===== config.mk =====
export PLATFORM = sky130hd
export DESIGN_NAME = core_sequencer
export DESIGN_NICKNAME = d
export VERILOG_FILES = /design/src/rtl/core_pkg.sv /design/src/rtl/core_sequencer_sat_counter.sv /design/src/rtl/core_sequencer.sv
export SDC_FILE = /design/constraint.sdc
export NUM_CORES = 1
export LEC_CHECK = 0
export BUFFER_PORTS_ARGS = -buffer_cell sky130_fd_sc_hd__buf_2
export CORE_ASPECT_RATIO = 1.4
export CORE_MARGIN = 10
export CORE_UTILIZATION = 44
export CTS_CLUSTER_DIAMETER = 200
export DETAILED_ROUTE_END_ITERATION = 16
export PLACE_DENSITY = 0.74
export SYNTH_ARGS = -nofsm -noshare
export SYNTH_HDL_FRONTEND = slang
export SYNTH_SLANG_ARGS = --single-unit

===== constraint.sdc =====
create_clock -name Clk -period 2.19 [get_ports Clk]
set_input_delay 0.219 -clock Clk [delete_from_list [all_inputs] [get_ports Clk]]
set_output_delay 0.219 -clock Clk [all_outputs]
set_load 0.02 [all_outputs]

===== src/rtl/core_pkg.sv =====
// Shared opcode encodings and sequencer state type for the 8-opcode core.
package core_pkg;

  localparam logic [2:0] OP_LOAD  = 3'b000;
  localparam logic [2:0] OP_STORE = 3'b001;
  localparam logic [2:0] OP_XOR   = 3'b010;
  localparam logic [2:0] OP_ADD   = 3'b011;
  localparam logic [2:0] OP_LSH   = 3'b100;
  localparam logic [2:0] OP_RSH   = 3'b101;
  localparam logic [2:0] OP_BNEZ  = 3'b110;
  localparam logic [2:0] OP_RLSH  = 3'b111;

  typedef enum logic [2:0] {
    S_IDLE,
    S_FETCH,
    S_DECODE,
    S_EXEC,
    S_MEM,
    S_WB,
    S_DONE
  } seq_state_t;

endpackage


===== src/rtl/core_sequencer_sat_counter.sv =====
// Up-counter that sticks at all-ones; synchronous clear has priority over increment.
module sat_counter #(
  parameter int WIDTH = 8
) (
  input  logic             i_clk,
  input  logic             i_rst_n,
  input  logic             i_clear,
  input  logic             i_inc,
  output logic [WIDTH-1:0] o_count
);

  logic [WIDTH-1:0] r_count;

  always_ff @(posedge i_clk or negedge i_rst_n) begin
    if (!i_rst_n) begin
      r_count <= '0;
    end else if (i_clear) begin
      r_count <= '0;
    end else if (i_inc && (r_count != '1)) begin
      r_count <= r_count + WIDTH'(1);
    end
  end

  assign o_count = r_count;

endmodule


===== src/rtl/core_sequencer.sv =====
// Multi-cycle FETCH/DECODE/EXEC/MEM/WB sequencer: owns the PC, qualifies write
// strobes, handles the memory wait/timeout and counts retired instructions.
module core_sequencer
  import core_pkg::*;
#(
  parameter int PC_W        = 10,
  parameter int PROG_LEN    = 1024,
  parameter int MEM_TIMEOUT = 15,
  parameter int CNT_W       = 16
) (
  input  logic             Clk,
  input  logic             Reset_n,
  input  logic             Start,
  input  logic             Halt_req,
  input  logic [2:0]       Opcode,
  input  logic             Branch_cond,
  input  logic [PC_W-1:0]  Target,
  input  logic             Mem_ready,
  output logic [PC_W-1:0]  PC,
  output logic             Ir_load,
  output logic             RegWrite_en,
  output logic             MemRead_en,
  output logic             MemWrite_en,
  output logic             Busy,
  output logic             Done,
  output logic             Error,
  output logic [CNT_W-1:0] Instr_count
);

  localparam int TMO_W = $clog2(MEM_TIMEOUT + 1);
  localparam logic [TMO_W-1:0] TMO_LAST = TMO_W'(MEM_TIMEOUT - 1);
  localparam logic [PC_W:0] END_PC_INC = (PC_W + 1)'(PROG_LEN);

  seq_state_t        r_state;
  seq_state_t        w_next;
  logic [PC_W-1:0]   r_pc;
  logic [PC_W-1:0]   w_pc_next;
  logic [PC_W:0]     w_pc_inc;
  logic [TMO_W-1:0]  w_tmo;
  logic              w_retire;
  logic              w_taken;
  logic              w_start_run;
  logic              w_timeout;
  logic              r_ir_load;
  logic              r_reg_we;
  logic              r_mem_re;
  logic              r_mem_we;
  logic              r_error;

  assign w_pc_inc = {1'b0, r_pc} + (PC_W + 1)'(1);

  always_comb begin
    w_next      = r_state;
    w_pc_next   = r_pc;
    w_retire    = 1'b0;
    w_taken     = 1'b0;
    w_start_run = 1'b0;
    w_timeout   = 1'b0;
    case (r_state)
      S_IDLE, S_DONE: begin
        if (Start) begin
          w_next      = S_FETCH;
          w_pc_next   = '0;
          w_start_run = 1'b1;
        end
      end
      S_FETCH:  w_next = S_DECODE;
      S_DECODE: w_next = S_EXEC;
      S_EXEC: begin
        if ((Opcode == OP_LOAD) || (Opcode == OP_STORE)) begin
          w_next = S_MEM;
        end else if (Opcode == OP_BNEZ) begin
          w_retire = 1'b1;
          w_taken  = Branch_cond;
        end else begin
          w_next = S_WB;
        end
      end
      S_MEM: begin
        // Mem_ready on the final allowed cycle still wins over the timeout.
        if (Mem_ready) begin
          if (Opcode == OP_LOAD) w_next = S_WB;
          else                   w_retire = 1'b1;
        end else if (w_tmo == TMO_LAST) begin
          w_next    = S_DONE;
          w_timeout = 1'b1;
        end
      end
      S_WB:    w_retire = 1'b1;
      default: w_next = S_IDLE;
    endcase

    // Ending on the last program slot keeps PC there; a halt always advances it.
    if (w_retire) begin
      if (Halt_req) begin
        w_next    = S_DONE;
        w_pc_next = w_taken ? Target : w_pc_inc[PC_W-1:0];
      end else if (w_taken) begin
        w_next    = S_FETCH;
        w_pc_next = Target;
      end else if (w_pc_inc == END_PC_INC) begin
        w_next = S_DONE;
      end else begin
        w_next    = S_FETCH;
        w_pc_next = w_pc_inc[PC_W-1:0];
      end
    end
  end

  always_ff @(posedge Clk or negedge Reset_n) begin
    if (!Reset_n) begin
      r_state   <= S_IDLE;
      r_pc      <= '0;
      r_ir_load <= 1'b0;
      r_reg_we  <= 1'b0;
      r_mem_re  <= 1'b0;
      r_mem_we  <= 1'b0;
      r_error   <= 1'b0;
    end else begin
      r_state   <= w_next;
      r_pc      <= w_pc_next;
      r_ir_load <= (w_next == S_FETCH);
      r_reg_we  <= (w_next == S_WB);
      r_mem_re  <= (w_next == S_MEM) && (Opcode == OP_LOAD);
      r_mem_we  <= (w_next == S_MEM) && (Opcode == OP_STORE);
      if (w_start_run)    r_error <= 1'b0;
      else if (w_timeout) r_error <= 1'b1;
    end
  end

  sat_counter #(.WIDTH(CNT_W)) u_instr_cnt (
    .i_clk   (Clk),
    .i_rst_n (Reset_n),
    .i_clear (w_start_run),
    .i_inc   (w_retire),
    .o_count (Instr_count)
  );

  sat_counter #(.WIDTH(TMO_W)) u_tmo_cnt (
    .i_clk   (Clk),
    .i_rst_n (Reset_n),
    .i_clear (r_state != S_MEM),
    .i_inc   ((r_state == S_MEM) && !Mem_ready),
    .o_count (w_tmo)
  );

  assign PC          = r_pc;
  assign Ir_load     = r_ir_load;
  assign RegWrite_en = r_reg_we;
  assign MemRead_en  = r_mem_re;
  assign MemWrite_en = r_mem_we;
  assign Busy        = (r_state != S_IDLE) && (r_state != S_DONE);
  assign Done        = (r_state == S_DONE);
  assign Error       = r_error;

endmodule

# Word level (Yosys, flattened, before mapping)

Index checks and enable logic that the tools add are counted.

Bits in registers: 38
Output and inout port bits: 33
Bits of input ports: 19
Word-level logic and storage cells: 81

Reductions and logical operators: 15
Equality and inequality tests: 17
Add/sub/neg operators: 3
Mux-type cells: 37

Operator list:

| operator                                            | count |
|---|---|
| two-way mux 10 bit                                  | 7 |
| two-way mux 16 bit                                  | 2 |
| two-way mux 3 bit                                   | 10 |
| equality test 3 bit, second input constant          | 6 |
| case mux 3 bit (6 select lines)                     | 1 |
| adder 16 x 1 -> 16 bit, second input constant       | 1 |
| inequality test 16 bit, second input constant       | 1 |
| two-way mux 1 bit                                   | 14 |
| adder 10 x 1 -> 11 bit, second input constant       | 1 |
| equality test 11 bit, second input constant         | 1 |
| equality test 3 x 1 -> 1 bit, second input constant | 3 |
| two-way mux 4 bit                                   | 2 |
| equality test 3 x 2 -> 1 bit, second input constant | 2 |
| logical AND 1 bit                                   | 6 |
| zero test 3 bit                                     | 2 |
| inequality test 3 bit, second input constant        | 2 |
| nonzero test 2 bit                                  | 3 |
| adder 4 x 1 -> 4 bit, second input constant         | 1 |
| equality test 4 bit, second input constant          | 1 |
| inequality test 4 bit, second input constant        | 1 |
| case mux 1 bit (3 select lines)                     | 1 |
| nonzero test 3 bit                                  | 1 |
| OR reduction 2 bit                                  | 1 |
| zero test 1 bit                                     | 1 |
| logical OR 1 bit                                    | 1 |

# Longest topological paths before layout

Gate-level depths: netlist (run 1).

Depth after elaboration: 9
Depth in mapped cells: 7
Gate-level depth less buffers: 7

# Cells and area by module

Synthesis (run 1) repeated with hierarchy kept, for this count alone.

Cells, all modules: 265
Area total of the unflattened synthesis: 2456.1 um2

By module, submodules not included:

| module                    | sequential area each (um2) | cells an instance | area an instance (um2) | times used |
|---|---|---|---|---|
| core_sequencer            | 450.4                      | 147               | 1285.0                 | 1 |
| sat_counter (u_instr_cnt) | 400.4                      | 98                | 942.2                  | 1 |
| sat_counter (u_tmo_cnt)   | 100.1                      | 20                | 229.0                  | 1 |

# Least setup slack after synthesis (run 1)

Ideal clock, no wire load.

Path type: flip-flop to flip-flop
Start: register r_pc[0] (netlist: PC[0])
End: register r_pc[0] (netlist: PC[0])
Buffers on the path: 0
Path slack: 0.245 ns
Setup time: 0.068 ns
Period minus slack after synthesis: 1.945 ns
Arrival time: 1.877 ns
Stages on the path, launching flop included: 7
Cell sequence: dfrtp_1 ha_1 nor3_1 a31oi_1 or3_1 o21ai_0 a32o_1

Cells in the longest elaborated chain, start to end: 6
Elaborated cells on any way between the ends: 9
Those cells by class: add/sub (1); eq/ne (1); mux (7)

Ends and longest elaborated chain:

| element                                                             | line                                        | RTL |
|---|---|---|
| start: declaration                                                  | core_sequencer.sv:36                        | `logic [PC_W-1:0] r_pc;` |
| start signal: assignment                                            | core_sequencer.sv:121                       | `r_pc <= w_pc_next;` |
| adder 10 x 1 -> 11 bit / two-way mux 10 bit (equally long branches) | core_sequencer.sv:50, core_sequencer.sv:61  |  |
| equality test 11 bit / two-way mux 10 bit (equally long branches)   | core_sequencer.sv:101, core_sequencer.sv:59 |  |
| two-way mux 10 bit                                                  | core_sequencer.sv:101                       | `end else if (w_pc_inc == END_PC_INC) begin` |
| two-way mux 10 bit                                                  | core_sequencer.sv:98                        | `end else if (w_taken) begin` |
| two-way mux 10 bit                                                  | core_sequencer.sv:95                        | `if (Halt_req) begin` |
| two-way mux 10 bit *                                                | core_sequencer.sv:94                        | `if (w_retire) begin` |
| named net w_pc_next[0]                                              | core_sequencer.sv:37                        | `logic [PC_W-1:0] w_pc_next;` |

The timed path passes the listed nets; every way through them passes the cells marked *.
A chain may end at the register's enable or synchronous reset.

# Final worst setup path (run 1)

Start: register r_pc[1] (netlist: PC[1])
End: register r_pc[1] (netlist: PC[1])

The elaborated chain is that of the path after synthesis.

==> results of run 1 <==
## path summary, 6_finish.rpt
path | startpoint | end | slack [ns] | depth (start not counted)
max | PC[1] | PC[1] | 0.18 | 6
min | Reset_n | u_instr_cnt.o_count[7] | 0.03 | 1
max reg2reg | PC[1] | PC[1] | 0.18 | 6
min reg2reg | Error | Error | 0.50 | 1
max in group asynchronous | Reset_n | PC[5] | 1.63 | 1
min in group Clk | Opcode[0] | MemRead_en | 0.12 | 2
## metal layers
| layer | vias up | global-route usage, % | routed length, µm |
|---|---|---|---|
| met5 | - | 0 | 0 |
| met4 | 0 | 6.34 | 112 |
| met1 | 1087 | 16.7 | 2520 |
| met3 | 13 | 3.43 | 368 |
| li1 | 1103 | - | - |
| met2 | 75 | 26.5 | 3330 |
## flip-flops by register name (all words and copies together), names as in the netlist, 3 cells and up
| signal | cells |
|---|---|
| u_tmo_cnt.o_count | 4 |
| PC | 10 |
| r_state | 3 |
| u_instr_cnt.o_count | 16 |
## through the flow
step,utilization [%],cell area (µm²)
after global routing,55.8,2900
after global placement,53.0,2750
after CTS,55.7,2900
after detailed placement,53.0,2750
final,55.8,2900
after floorplan,-,2360
## synth_stat cells (5+ instances only)
master,number
sky130_fd_sc_hd__ha_1,5
sky130_fd_sc_hd__a211oi_1,7
sky130_fd_sc_hd__mux2i_1,7
sky130_fd_sc_hd__nand2_1,32
sky130_fd_sc_hd__dfrtp_1,38
sky130_fd_sc_hd__nor3_1,8
sky130_fd_sc_hd__nor2_1,22
sky130_fd_sc_hd__nand4_1,8
sky130_fd_sc_hd__inv_1,11
sky130_fd_sc_hd__nand3_1,15
sky130_fd_sc_hd__a21oi_1,10
sky130_fd_sc_hd__and3_1,6
sky130_fd_sc_hd__o21ai_0,15
sky130_fd_sc_hd__or4_1,6
## cells in the final DEF (no fill, tap or decap), drive strengths merged, types with 3 or more instances in the layout
cell	synthesis	routed
nor4	4	4
xnor2	4	4
nor3	9	9
and2	3	3
nand2	32	32
xor2	3	3
a21oi	10	10
o31ai	3	3
a31oi	4	4
inv	11	11
or3	3	3
nand4	8	8
or4	6	6
nor2	22	22
buf	5	66
o21ai	16	16
mux2i	7	7
nand3	16	16
clkbuf	4	6
a211oi	7	7
a32oi	3	3
dfrtp	38	38
ha	5	5
and3	6	6
## cell families after synthesis
kind of cell / share of synthesized area (%)
simple gates: 28.3
compound gates: 19.2
flops: 40.4
buf+inv: 3.98
xor+xnor: 2.60
mux: 2.97
fa+ha+maj: 2.66
## layout make-up
class,instances,share of cell area [%]
clock buffer,6,2.84
clock inverter,2,2.07
inverter,11,1.42
multi-input combinational,204,45.4
sequential,38,32.8
tap,66,2.84
timing repair buffer,66,12.7
## report_power, final
part	internal, mW	switching [mW]
clock network	0.486	0.265
logic	0.487	0.754
registers	0.828	0.184
total	1.80	1.20
==> out/results.txt, run 1 <==
Relative to the synthesized area, the layout overhead comes to 23.2%. The tools report the post-CTS repair timing setup buffer count as 0. The first global-routing pass estimated 10,700 µm of wire.

The count of nets left with antenna violations once routing finished came out at 0. The worst setup path is of the flop to flop kind. The number of register bits inferred by synthesis came out at 38. The logs give 0 for the hold violation count in the final report and 0.241 ns for the setup slack after placement. The multi-input combinational cells in the finished layout cover a total of 1320 µm². The final critical path time including I/O delays and setup was 2.01 ns. The number of H-tree branching levels came out at 2.

Port buffering added 51 buffers. For this run, the register share of the synthesized area comes to 40.4%. The highest attainable clock frequency came out at 0.497 GHz. From bottom edge to top edge, the die measures 107 µm.

The critical path goes through ha_1, and2_1, a31oi_1, nor4_2, nor3_1, a221oi_1. TritonCTS built the clock tree. The floorplan step defined a die boundary enclosing 8720 µm². Using the TritonRoute via totals, the vias-per-cell ratio works out to 5.80. The routed length per placed instance works out to 16.1 µm. For the synthesized net count, the log shows 286. Between clock sinks in the finished design, the worst skew comes to 0.00714 ns. The worst setup path is captured at a flop. For this run, the slowest stage of the critical path takes 0.46 ns. Biggest fanout along the worst timing path: 8. A synthesized cell averages 8.99 µm². Once the floorplan was initialized, standard cells occupied 45.3% of the core.

The cell leakage power is 1.35 nW, and the number of top-level pins is 52. The tools report the final worst slack as 0.176 ns. The number of gates resized after CTS was 0. For this run, the number of Yosys warnings is 0. The fraction of final layout cells sized beyond drive strength 1 came out at 26.3%.

Critical path data arrival time: 2.17 ns. The routed layout has 2,278 vias. The number of nets in the layout was 350; the number of slew-limit violations in the final report was 0. After clock tree synthesis, the clock-pin slew on the worst setup and hold paths is 0.08 ns. After legalization and detailed placement, the total HPWL measured 4830 µm. The overall die width is 81.8 µm.

The tree is rooted in a sky130_fd_sc_hd__clkbuf_8. The tools report the count of mapped cells out of synthesis as 262. STA classifies the critical path startpoint as a flop. At the end of routability-driven placement, the weighted congestion stood at 0.905.

Across the run, the number of max-cap violations was 0. The final standard cell count with taps included and fillers excluded came out at 393. Entering global routing, the biggest net connects 39 pins. The number of remaining DRC errors was 0; the combined global-route utilization of all metal layers was 15.1%. IR analysis of the VDD net gives a maximum drop of 0.706 mV. The power per cell area is 1030 nW/µm².

Setup violations remaining at the end of the flow were counted as 0. Clock latency on the worst-skew pair, taken at its later pin, is 0.30 ns. The final layout contains routed wiring with a total length of 6330 µm. In this run, post-CTS hold repair placed 0 buffers.

The CTS buffer count is 5, and the number of global-route vias before repair is 2,301. The cell area after synthesis came out at 2360 µm². The logs give 0 for the total grt overflow and 5200 µm² for the core outline area. The worst pin sits at a relative slew slack of 43.0%. The count of inserted antenna diode cells is 0.

Setup repair after global routing left no endpoint under its margin. For the total area of sequential cells, the log shows 951 µm². The top-area cell type share of the netlist area was 40.4%. The most used flip-flop cell after synthesis is sky130_fd_sc_hd__dfrtp_1. At the worst endpoint, the required time is 2.34 ns. The count of buffering cells on the critical path with inverters included was 0; the fill cell total of the finished layout was 506. Smallest hold slack: 0.0257 ns. Among cell families on the critical path, the largest total delay comes from simple AND/OR/NAND/NOR gates. The number of enable flip-flop cells after synthesis was 0; the clock sink count was 38.

For the initial antenna violation count, the log shows 0. Dividing the final minimum period by the clock period gives 91.9%. For this design, the slowest cell found on the critical path is sky130_fd_sc_hd__dfrtp_1.

The buffer depth of the longest clock path is 2, and the post-synthesis cell type count is 51. The row count came out at 31. The path class of the tightest hold or removal check is primary input to asynchronous set/reset pin. In the post-synthesis netlist, the biggest area contributors are sky130_fd_sc_hd__dfrtp_1 40%, sky130_fd_sc_hd__nand2_1 5.1%, sky130_fd_sc_hd__nor2_1 3.5%.

After routing, the total negative slack on setup checks comes to 0 ns. The cell type with the largest total area after synthesis was sky130_fd_sc_hd__dfrtp_1. The total iterations of the first detailed-routing run was 6; the fraction of registers with async set/reset was 100%. Summing internal, switching and leakage power gives 3.00 mW.

After the first detailed-routing iteration, the DRC count stood at 161. For the number of placed instances with taps included, the log shows 385. The flow ran to the end, and the final reports show no timing, DRC or antenna violations. For the pin with the worst max-slew slack, the measured transition is 0.855 ns.
No activity file was read; power rests on OpenSTA's default activity.
==> run 2, diff against run 1 <==
--- a/config.mk
+++ b/config.mk
@@ -11,7 +11,7 @@
 export CORE_UTILIZATION = 44
 export CTS_CLUSTER_DIAMETER = 200
 export DETAILED_ROUTE_END_ITERATION = 16
-export PLACE_DENSITY = 0.74
+export PLACE_DENSITY_LB_ADDON = 0.1
 export SYNTH_ARGS = -nofsm -noshare
 export SYNTH_HDL_FRONTEND = slang
 export SYNTH_SLANG_ARGS = --single-unit
==> run 2 against run 1 <==
Cell area fell by 1.3%; maximum frequency rose by 0.21%; combinational power barely moved; clock-buffer cell count did not move; clock skew rose by 0.0015 ns; worst setup slack improved by 0.0041 ns; non-clock buffer count rose by 2; clock power fell by 31%; worst hold slack improved by 0.012 ns; sequential cell count did not move; critical endpoint is now PC[0]; largest power group unchanged.
==> out/results.txt, run 2 (synthesis results as in run 1) <==
The region available for standard cell placement spans 5200 µm². The run gives 45.3% as the starting utilization of the core area. The fraction of power spent switching nets is 43.5%, and the overall die width is 81.8 µm. For this run, the number of standard cells in the final layout without fillers is 395. The flow ran to the end, and the final reports show no timing, DRC or antenna violations. The clock sink count is 38. The endpoint kind of the worst setup timing path is a flop. Entering global routing, the biggest net connects 39 pins. The total overflow left after global routing is 0. The logs give 0 for the number of remaining DRC errors and 0 for the count of inserted antenna diode cells. The logs give 1.33 nW for the cell leakage power and 0.181 ns for the final worst slack. The internal portion of the total power is 1.58 mW. The design area was 2860 µm². End-of-flow core utilization: 55.1%. The area overhead of the layout relative to synthesis was 21.6%; the detailed placement HPWL was 4890 µm. The final layout contains 352 nets. Of all nets on the critical path, the largest fanout is 8. The worst hold path belongs to the class primary input to asynchronous set/reset pin. The logs give 2770 µm² for the instance area at placement and 2 for the buffer depth of the longest clock path. The post-route netlist has 26.4% of its cells at a drive strength greater than 1. The logs give 0 for the reported max-cap violation count and 18.6% for the fraction of power consumed by the clock network. 52 I/O pins were placed. For this block, the initial DRC count from the detailed router was 140. The tree is rooted in a sky130_fd_sc_hd__clkbuf_8. In this run the number of H-tree levels came out at 2.

Across all layers, the routed design uses 2,285 vias. The first detailed-routing pass took 4 iterations. The delay of the slowest cell on the worst path works out to 0.40 ns. Setup repair after global routing left no endpoint under its margin. For the number of gates resized after cts, the log shows 0.

The slowest stage of the critical path is the sky130_fd_sc_hd__a31oi_1 cell. The number of setup buffers added after CTS is 0. For the number of global-route vias before repair, the log shows 2,209. The detail route stage leaves a number of antenna-violating nets equal to 0. In this run the power density over the cells is 978 nW/µm². Clock tree synthesis inserted a total of 5 buffers. By startpoint and endpoint, the worst setup path is classified as flop to flop. The worst pin sits at a relative slew slack of 41.5%. In the layout the commonest cells are 51 x sky130_fd_sc_hd__buf_2, 38 x sky130_fd_sc_hd__dfrtp_1, 32 x sky130_fd_sc_hd__nand2_1. The tools report the number of slew-limit violations in the final report as 0. Static timing analysis puts the maximum clock frequency at 0.498 GHz.

Across the routed clock network, the largest skew measured is 0.00868 ns. For the number of setup violations in the final report, the log shows 0. Walking the worst path, the cells encountered are buf_4, a21bo_2, a31oi_1, or3_1, o21ai_0, buf_4, a32o_1. Data arrives at the worst endpoint at 2.19 ns.

The worst setup slack for register-to-register paths was 0.18 ns; the area of the die was 8720 µm². Transition at the pin with the smallest max-transition slack: 0.877 ns. For the finished layout, the period the worst path requires is 2.01 ns. Global routing consumed, over all layers together, 15.3% of the routing resources. The register with the most flip-flops in the layout has 16 of them. Across the VDD grid, the largest voltage drop is 0.615 mV. The final period utilization was 91.8%. The placer's final routability congestion estimate is 0.892. TritonCTS built the clock tree. The routed length per placed instance came out at 16.5 µm. The sequential share of power came out at 35.9%. At the later pin of the worst-skew pair, clock insertion delay measures 0.30 ns. The worst setup path is launched from a flop. After clock tree synthesis, the clock-pin slew on the worst setup and hold paths is 0.08 ns. OpenSTA, run right after detailed placement, puts the worst setup slack at 0.225 ns. The most common cell after layout, fill and taps aside is sky130_fd_sc_hd__buf_2. The family with the most delay on the worst path was compound AO/OA/AOI/OAI gates.

The initial antenna violation count is 0, and the row count is 31. The run gives 45.5% as the part of the total power dissipated in combinational logic. The number of placed instances with taps included is 387. During placement, the flow inserted port buffers numbering 51. The chip height is 107 µm. For the required time of the critical path, the log shows 2.37 ns. Buffers inserted to repair hold after CTS numbered 0.

After detailed routing, the number of vias per cell comes to 5.78. The analysis attributes to net switching a power of 1.22 mW. The most numerous cell type found on the critical path is sky130_fd_sc_hd__buf_4.

The total wire length after detailed routing came out at 6500 µm. The hold violation count in the final report was 0; the wire length of the first global-routing pass was 10,900 µm. The number of buffers and inverters on the critical path is 2. Summed over all failing endpoints, the final setup total negative slack is 0 ns.
-- run 2: worst paths after layout --
path                                start                      to  cells after the start
worst min-delay path              Reset_n    u_tmo_cnt.o_count[0]                      1
worst max register to register      PC[0]                   PC[0]                      7
worst min register to register      Error                   Error                      1
max in group asynchronous         Reset_n  u_instr_cnt.o_count[4]                      1
min in group Clk                Opcode[0]              MemRead_en                      2
worst max-delay path                PC[0]                   PC[0]                      7
-- run 2: through the flow --
step | hold WS, ns | power, mW
2_1_floorplan | -0.0766 | 1.86
3_3_place_gp | 0.392 | 2.28
3_5_place_dp | 0.386 | 2.30
4_1_cts | 0.0618 | 2.83
5_1_grt | 0.101 | 3.01
6_report | 0.0375 | 2.80
-- run 2: per-layer routing --
metal  routed length (µm)  vias up  track usage, %
met3                  433       11            4.43
met5                    0        -               0
li1                     -     1113               -
met2                 3300       57            25.8
met4                  100        0            4.88
met1                 2660     1104            18.0
-- run 2: power by group through the flow --
stage	sequential [mW]	clock, mW	combinational [mW]
2_1_floorplan	1.08	0	0.780
3_3_place_gp	1.01	0	1.27
3_5_place_dp	1.01	0	1.29
4_1_cts	1.00	0.537	1.29
5_1_grt	1.04	0.563	1.41
6_report	1.01	0.520	1.27
-- run 2: final cells by class --
cell class	instances	area (µm²)
inverters	11	41.3
clock buffers	6	82.6
flip-flops and latches	38	951
multi-input cells	204	1310
well taps	66	82.6
fillers	525	2330
repair buffers	68	383
clock inverters	2	12.5
==> run 3, diff against run 2 <==
--- a/config.mk
+++ b/config.mk
@@ -6,12 +6,13 @@
 export NUM_CORES = 1
 export LEC_CHECK = 0
 export BUFFER_PORTS_ARGS = -buffer_cell sky130_fd_sc_hd__buf_2
+export CAP_MARGIN = 20
 export CORE_ASPECT_RATIO = 1.4
 export CORE_MARGIN = 10
 export CORE_UTILIZATION = 44
 export CTS_CLUSTER_DIAMETER = 200
 export DETAILED_ROUTE_END_ITERATION = 16
-export PLACE_DENSITY_LB_ADDON = 0.1
+export PLACE_DENSITY = 0.67
 export SYNTH_ARGS = -nofsm -noshare
 export SYNTH_HDL_FRONTEND = slang
 export SYNTH_SLANG_ARGS = --single-unit
==> run 3 against run 2 <==
Core utilization decreased by 0.096 points; register-to-register slack about the same; combinational power barely moved; highest routed layer unchanged; cell area decreased by 0.17%; worst hold slack gained 0.010 ns; worst setup slack gained 0.0019 ns.
==> out/results.txt, run 3 (synthesis results as in run 1) <==
The run finished with clean final reports. Setup repair after global routing left no endpoint under its margin. The pre-antenna-repair detailed-routing pass consisted of 4 iterations. In the layout the commonest cells are 51 x sky130_fd_sc_hd__buf_2, 38 x sky130_fd_sc_hd__dfrtp_1, 32 x sky130_fd_sc_hd__nand2_1.

The worst setup path is launched from a flop. The tightest min-delay check is of the primary input to asynchronous set/reset pin type. For this design, the slowest cell found on the critical path is sky130_fd_sc_hd__dfrtp_1. The run gives 10,800 µm as the wire length of the first global-routing pass. Capture instance of the worst register-to-register path: PC[5].

The tools report the smallest hold slack as 0.0477 ns. After detailed routing, the number of remaining DRC violations is 0. Hold repair after CTS inserted 0 buffers. The worst path needs 2.01 ns of the cycle, external delays included.

The biggest fanout along the worst timing path was 8; the fill cell total of the finished layout was 501. The number of clock buffers added by TritonCTS is 5. The most common cell after layout, fill and taps aside is sky130_fd_sc_hd__buf_2. The total of buffers placed on input and output ports works out to 51. Measured in cells, the most critical reg-to-reg path has a length of 7.

Number of global-route vias before repair: 2,303. Summed over all cells, the static leakage comes to 1.33 nW. After layout, the worst path uses 91.7% of the clock period. The count of buffering cells on the critical path with inverters included works out to 1. The transition at the pin with the smallest max-transition slack was 0.881 ns.

The run gives 0 as the number of setup violations in the final report. The count of nets left with antenna violations once routing finished came out at 0. Broken down by cell family, the worst path's largest delay share belongs to compound AO/OA/AOI/OAI gates. The tools report the critical path data arrival time as 2.18 ns.

After detailed routing, the number of vias per cell comes to 5.68. The tool flagged a number of max-cap violations equal to 0. The initial DRC count was 141. Once layout is done, the placed cells without fillers occupy 2860 µm². The tools report the area of the die as 8720 µm². The total grt overflow is 0, and the register clock-pin slew on the reported worst setup and hold paths is 0.08 ns. The critical path in this run is classified as flop to flop.

The buffer depth of the longest clock path is 2, and the clock sink count is 38. The highest attainable clock frequency was 0.498 GHz. Worst setup slack for register-to-register paths: 0.18 ns. Adding up every negative setup slack in the final design gives 0 ns. Chip height: 107 µm. The congestion estimate from routability-driven global placement came to 0.918.

The critical path goes through ha_1, and2_1, a31oi_1, or3_1, o21ai_0, buf_4, a32o_1. The routed length per placed instance is 16.2 µm, and the largest net degree at the start of global routing is 39. The final layout contains 352 nets. Summed over all layers, the routed wires come to 6390 µm. In this run the tightest slew margin relative to its limit is 41.3%. For the vias after detailed routing, the log shows 2,236. The logs give 31 for the row count and 0.00895 ns for the final worst clock skew.

For the worst-skew pair, the clock arrives at the later sink with an insertion delay of 0.29 ns. The detailed placement HPWL came out at 4880 µm. TritonCTS built the clock tree. On the worst path, the slowest cell contributes a delay of 0.46 ns. Global routing used 15.0% of the available tracks across all layers.

For the hold violation count in the final report, the log shows 0. The startpoint identified for the worst register-to-register timing path is PC[1]. The placed instances occupy a cell area of 2770 µm². The number of slew-limit violations in the final report was 0. The post-route netlist has 26.8% of its cells at a drive strength greater than 1. The count of inserted antenna diode cells was 0. The number of H-tree branching levels came out at 2. The root buffer selected by CTS was sky130_fd_sc_hd__clkbuf_8. Dividing total power by cell area gives a power density of 958 nW/µm². The region available for standard cell placement spans 5200 µm². Overall die width: 81.8 µm. The register with the most flip-flops in the layout has 16 of them.

In this run the count of I/O pins placed on the die edge is 52. The peak supply drop came out at 0.574 mV. The initial antenna violation count is 0, and the area overhead of the layout relative to synthesis is 21.3%. For the worst setup path, the data required time is 2.36 ns.

STA classifies the critical path endpoint as a flop. The tools report the starting utilization of the core area as 45.3%.
run 3: worst max-delay path by stage:
stage | start | end | slack, ns | depth (start not counted)
floorplan | PC[0] | PC[0] | 0.25 | 6
global placement | PC[1] | PC[1] | 0.22 | 6
detailed placement | PC[1] | PC[2] | 0.16 | 6
CTS | PC[1] | PC[2] | 0.15 | 6
global route | u_instr_cnt.o_count[0] | u_instr_cnt.o_count[1] | 0.04 | 6
finish | PC[1] | PC[5] | 0.18 | 7
run 3: report_power, final:
group	internal, mW	switching, mW	total, mW
Combinational	0.495	0.785	1.28
Sequential	0.829	0.166	0.995
Clock	0.214	0.251	0.465
run 3: what timing repair did:
action                                  4_1_cts  5_1_grt
endpoints found under the setup margin        0        2
resized for setup                             0        2
buffers inserted                              0        0
run 3: metrics by stage:
step | power [mW] | util (%) | worst slack (ns) | cells
floorplan | 1.86 | - | 0.245 | 262
global placement | 2.25 | 53.3 | 0.222 | 387
detailed placement | 2.28 | 53.3 | 0.164 | 387
CTS | 2.75 | 54.8 | 0.153 | 394
global route | 2.95 | 55.0 | 0.0399 | 394
finish | 2.74 | 55.0 | 0.182 | 394
run 3: routing by layer:
layer  GRT usage, %  wire (µm)  up-vias
met2           26.0       3340       61
met4           4.63         58        0
li1               -          -     1111
met1           17.3       2620     1058
met3           3.93        365        6
met5              0          0        -
run 3: area by class of cell:
type                    instances  area [µm²]  share of cell area, %
clock buffers                   5        68.8                   2.41
clock inverters                 2        10.0                  0.350
inverters                      11        41.3                   1.44
multi-input cells             204        1320                   46.3
flip-flops and latches         38         951                   33.3
well taps                      66        82.6                   2.89
repair buffers                 68         383                   13.4
run 3: worst register-to-register path, cell delays in order, from the launching register on:
cell and delay (ns):
sky130_fd_sc_hd__dfrtp_1 0.46, sky130_fd_sc_hd__ha_1 0.26, sky130_fd_sc_hd__and2_1 0.16, sky130_fd_sc_hd__a31oi_1 0.30, sky130_fd_sc_hd__or3_1 0.21, sky130_fd_sc_hd__o21ai_0 0.09
sky130_fd_sc_hd__buf_4 0.17, sky130_fd_sc_hd__a32o_1 0.25
